## src/rtl/serial_subtractor.sv

```systemverilog
// Chunk-serial add/subtract: CHUNK bits per cycle LSB-first, WIDTH/CHUNK cycles per operation.
// Latency: DONE in the cycle after e0+N; START is ignored while BUSY and accepted in IDLE or FIN.
module serial_subtractor #(
    parameter int WIDTH = 4,
    parameter int CHUNK = 1
) (
    input  logic             CLK,
    input  logic             RST,
    input  logic             START,
    input  logic             MODE,
    input  logic [WIDTH-1:0] A,
    input  logic [WIDTH-1:0] B,
    output logic [WIDTH-1:0] D,
    output logic             Bout,
    output logic             Z,
    output logic             V,
    output logic             BUSY,
    output logic             DONE
);
    localparam int N  = WIDTH / CHUNK;
    localparam int IW = (N > 1) ? $clog2(N) : 1;
    localparam logic [WIDTH-1:0] CMASK = WIDTH'({CHUNK{1'b1}});

    typedef enum logic [1:0] {S_IDLE, S_RUN, S_FIN} state_t;

    state_t           r_state, w_next;
    logic [WIDTH-1:0] r_a, r_b, r_res, r_d;
    logic             r_mode, r_cy, r_bout, r_z, r_v;
    logic [IW-1:0]    r_idx;

    logic             w_load, w_step, w_last, w_v;
    logic [CHUNK-1:0] w_ak, w_bk;
    logic [CHUNK:0]   w_sum;
    logic [WIDTH-1:0] w_res;
    int               w_sh;

    always_comb begin
        w_next = r_state;
        w_load = 1'b0;
        w_step = 1'b0;
        case (r_state)
            S_IDLE: if (START) begin
                w_load = 1'b1;
                w_next = S_RUN;
            end
            S_RUN: begin
                w_step = 1'b1;
                if (w_last) w_next = S_FIN;
            end
            S_FIN: begin
                if (START) begin
                    w_load = 1'b1;
                    w_next = S_RUN;
                end else begin
                    w_next = S_IDLE;
                end
            end
            default: w_next = S_IDLE;
        endcase
    end

    // One chunk of the borrow/carry chain; the wrapped top bit is the borrow in subtract mode.
    always_comb begin
        w_sh   = int'(r_idx) * CHUNK;
        w_last = (r_idx == IW'(N - 1));
        w_ak   = CHUNK'(r_a >> w_sh);
        w_bk   = CHUNK'(r_b >> w_sh);
        if (r_mode)
            w_sum = {1'b0, w_ak} - {1'b0, w_bk} - {{CHUNK{1'b0}}, r_cy};
        else
            w_sum = {1'b0, w_ak} + {1'b0, w_bk} + {{CHUNK{1'b0}}, r_cy};
        w_res = (r_res & ~(CMASK << w_sh)) | (WIDTH'(w_sum[CHUNK-1:0]) << w_sh);
        if (r_mode)
            w_v = (r_a[WIDTH-1] != r_b[WIDTH-1]) && (w_res[WIDTH-1] != r_a[WIDTH-1]);
        else
            w_v = (r_a[WIDTH-1] == r_b[WIDTH-1]) && (w_res[WIDTH-1] != r_a[WIDTH-1]);
    end

    always_ff @(posedge CLK) begin
        if (RST) begin
            r_state <= S_IDLE;
            r_a     <= '0;
            r_b     <= '0;
            r_res   <= '0;
            r_mode  <= 1'b0;
            r_cy    <= 1'b0;
            r_idx   <= '0;
            r_d     <= '0;
            r_bout  <= 1'b0;
            r_z     <= 1'b0;
            r_v     <= 1'b0;
        end else begin
            r_state <= w_next;
            if (w_load) begin
                r_a    <= A;
                r_b    <= B;
                r_mode <= MODE;
                r_res  <= '0;
                r_cy   <= 1'b0;
                r_idx  <= '0;
            end else if (w_step) begin
                r_res <= w_res;
                r_cy  <= w_sum[CHUNK];
                r_idx <= r_idx + IW'(1);
                if (w_last) begin
                    r_d    <= w_res;
                    r_bout <= w_sum[CHUNK];
                    r_z    <= (w_res == '0);
                    r_v    <= w_v;
                end
            end
        end
    end

    assign D    = r_d;
    assign Bout = r_bout;
    assign Z    = r_z;
    assign V    = r_v;
    assign BUSY = (r_state == S_RUN);
    assign DONE = (r_state == S_FIN);
endmodule

```

## config.mk

```make
export PLATFORM = sky130hd
export DESIGN_NAME = serial_subtractor
export DESIGN_NICKNAME = d
export VERILOG_FILES = /design/src/rtl/serial_subtractor.sv
export SDC_FILE = /design/constraint.sdc
export NUM_CORES = 1
export LEC_CHECK = 0
export ABC_AREA = 0
export BUFFER_PORTS_ARGS = -buffer_cell sky130_fd_sc_hd__buf_4
export CORE_ASPECT_RATIO = 1.75
export CORE_MARGIN = 4
export CORE_UTILIZATION = 39
export CTS_CLUSTER_SIZE = 16
export DETAILED_ROUTE_END_ITERATION = 16
export REMOVE_ABC_BUFFERS = 1
export SYNTH_ARGS = -nofsm -noshare
export SYNTH_HDL_FRONTEND = slang
export SYNTH_SLANG_ARGS = --single-unit
```

## constraint.sdc

```tcl
create_clock -name CLK -period 2.3 [get_ports CLK]
set_input_delay 0 -clock CLK [delete_from_list [all_inputs] [get_ports CLK]]
set_output_delay 0 -clock CLK [all_outputs]
set_load 0.1 [all_outputs]
```

==> results.ini <==
[setup_path]
critical_path.max_fanout=6
crit_path_end=V
worst-r2r-cell-count=7
reg2reg_to=V
worst-endpoint-arrival_ns=2.38
crit_path_start_kind=register
endpoint_kind=register
r2r-start=r_idx[0]
crit_type=register to register
worstPathRequired_ns=2.47
r2r_setup_slack_ns=0.09
cp-startpoint=r_idx[0]

[power]
p_seq_share_pct=52.6
p_comb_share_pct=18.0
ir_drop_v=0.000351
switching_share_pct=26.5
power_frac_clock_pct=29.4
intPower_w=0.000642
p_switching_w=0.000232
power_density_nw_per_um2=576
power_leakage_nw=0.617

[sta]
setup_slack_ns=0.0929
max_slew_margin_pct=61.0
rsz0062_at_grt=true
fin_crit_sh_pct=96.0
hold_ws_ns=0.0323
slew_viol_final=0
setup_viol_count_final=0
worstMarginPinSlew_ns=0.583
clock_skew_ns=0.00469
hold_viol=0
max_freq_mhz=453
period_minus_slack_ns=2.21

[clock_tree]
postCtsSetupBuffers=0
htreeDepth=1
clock_latency_ns=0.27
cts_inserted_buffers=3
tritoncts=done
clockBufferDepth=2
clk_pin_slew_ns=0.09
clock-sinks=25
root_buffer=clkbuf_8

[logic_synthesis]
seq_area_frac_synth_pct=42.9
synth_edf_count=0
syn_avg_cell_area_um2=8.58
synth_cell_types=29
synth_area_um2=1170
syn-instance-count=136
synth_ff_type=dfxtp_1
synth_top_cell_area_share_pct=42.9
synth_common_cells=27 x nand2_1, 25 x dfxtp_1, 15 x nor2_1
synthArstFlopShare_pct=0
synth.most_common_cell=nand2_1
yosys_warnings=0
synth_seq_cells=25
synth_area_leader_cell=dfxtp_1
synth_area_leaders=dfxtp_1 43%, nand2_1 8.7%, a21oi_1 5.6%, nor2_1 4.8%, ha_1 4.3%

[place]
hpwl_mm=1.78
place.gp.congestion=0.844
placed_area_um2=1350
portBuffers=20
place_ws_ns=-0.0324

[cells_and_area]
syn2layout_area_growth_pct=29.8
multi_input_area_um2=637
fin_nets=185
fin_area_um2=1520
num-fill-cells=269
fin_util_pct=52.3
drive_gt1_share_pct=24.7
regArea_um2=504
n_antenna_cell=0

[global_route]
groute.usage.overall_pct=13.5
antenna_found_initial=0
grt_pass1_wl_mm=4.22
grt_max_degree=20
grt_overflow_total=0
grt_pass1_vias=986

[detailed_routing]
drcViolationCount=0
post_drt_via_cell_ratio=5.00
drt-total-wl_mm=2.26
drtIter0Drc=20
dr.pass1.iters=4
post_drt_wl_per_cell_um=11.6
via_count=970
ant_nets=0

[floorplan]
die_w_um=49.4
fp.dieH_um=80.4
dieArea_um2=3970
io_pins=21
rows=26
core_area_um2=2900
start_util_pct=40.3

[hold_path]
worstHoldPathCells=2
hold_path_class=primary input to register

[status]
status=finished, final reports clean

[run]
maxCapViolations=0

logic make-up (layout without fill, tap and decap cells):
| group | Yosys count | in the layout | share of synthesized area, % |
|---|---|---|---|
| compound gates | 22 | 22 | 11.9 |
| xor+xnor | 2 | 2 | 1.50 |
| flops | 25 | 25 | 42.9 |
| simple gates | 63 | 63 | 24.2 |
| buf+inv | 13 | 43 | 5.04 |
| mux | 5 | 5 | 6.75 |
| fa+ha+maj | 6 | 6 | 7.72 |
cell usage in the layout (no fill, tap or decap), types with 3 or more instances in the layout:
cell and count:
inv_1 5, dfxtp_1 24, nor2b_1 5, a21oi_1 13, nor2_1 13, nand2_1 27
nor3_1 6, ha_1 4, clkbuf_8 3, buf_4 24, nand2b_1 3, a22oi_1 3
dlygate4sd3_1 9
how the worst min path moves through the flow:
stage                     startpoint     end  slack [ns]
after floorplan                  RST    D[3]        0.07
after global placement          MODE  r_mode        0.25
after detailed placement        A[3]  r_a[3]        0.26
after CTS                        RST  r_a[3]        0.04
after global routing             RST  r_a[0]        0.03
final                            RST  r_a[3]        0.03
power groups by stage:
| stage | registers [W] | logic [W] | clock network, W |
|---|---|---|---|
| after floorplan | 0.000469 | 0.0000850 | 0 |
| after global placement | 0.000469 | 0.000131 | 0 |
| after detailed placement | 0.000470 | 0.000134 | 0 |
| after CTS | 0.000460 | 0.000154 | 0.000262 |
| after global routing | 0.000462 | 0.000176 | 0.000284 |
| final | 0.000459 | 0.000157 | 0.000257 |
area by class of cell:
type / count / area share [%]
clock buffers: 3 / 2.73
repair buffers: 33 / 17.8
inverters: 6 / 1.49
well taps: 28 / 2.31
flip-flops and latches: 25 / 33.3
clock inverters: 1 / 0.330
multi-input cells: 98 / 42.0
per-layer routing:
layer,vias to the layer above,GRT usage [%],routed length [um]
met2,19,24.5,1260
met3,4,2.78,95
li1,508,-,-
met4,0,6.27,33
met5,-,0,0
met1,439,14.7,873
per-stage QoR:
stage	power [W]	TNS [ns]	std cells
after global routing	0.000923	-0.0126	194
after detailed placement	0.000604	-0.0618	181
final	0.000873	0	194
after global placement	0.000601	0	181
after floorplan	0.000554	-0.160	129
after CTS	0.000876	0	194
sequential cells by signal, indices dropped and copies added (netlist names):
signal   count
r_mode       1
r_idx        2
Z            1
r_res        4
D            4
r_a          4
r_cy         1
V            1
Bout         1
r_b          4
r_state      2
critical path, cell delays in order (launching register included):
cell	delay, ns
dfxtp_4	0.37
mux4_2	0.53
inv_2	0.08
fa_1	0.45
mux2i_4	0.27
o22ai_2	0.11
mux2i_1	0.13
a21o_1	0.17
what timing repair did:
action                                 in CTS  in global routing
hold buffers                                9                  0
pin swaps                                   0                  2
gates resized for setup                     2                  7
setup endpoints to repair                   2                  7
endpoints found under the hold margin       9                  0
No activity file was read; power rests on OpenSTA's default activity.
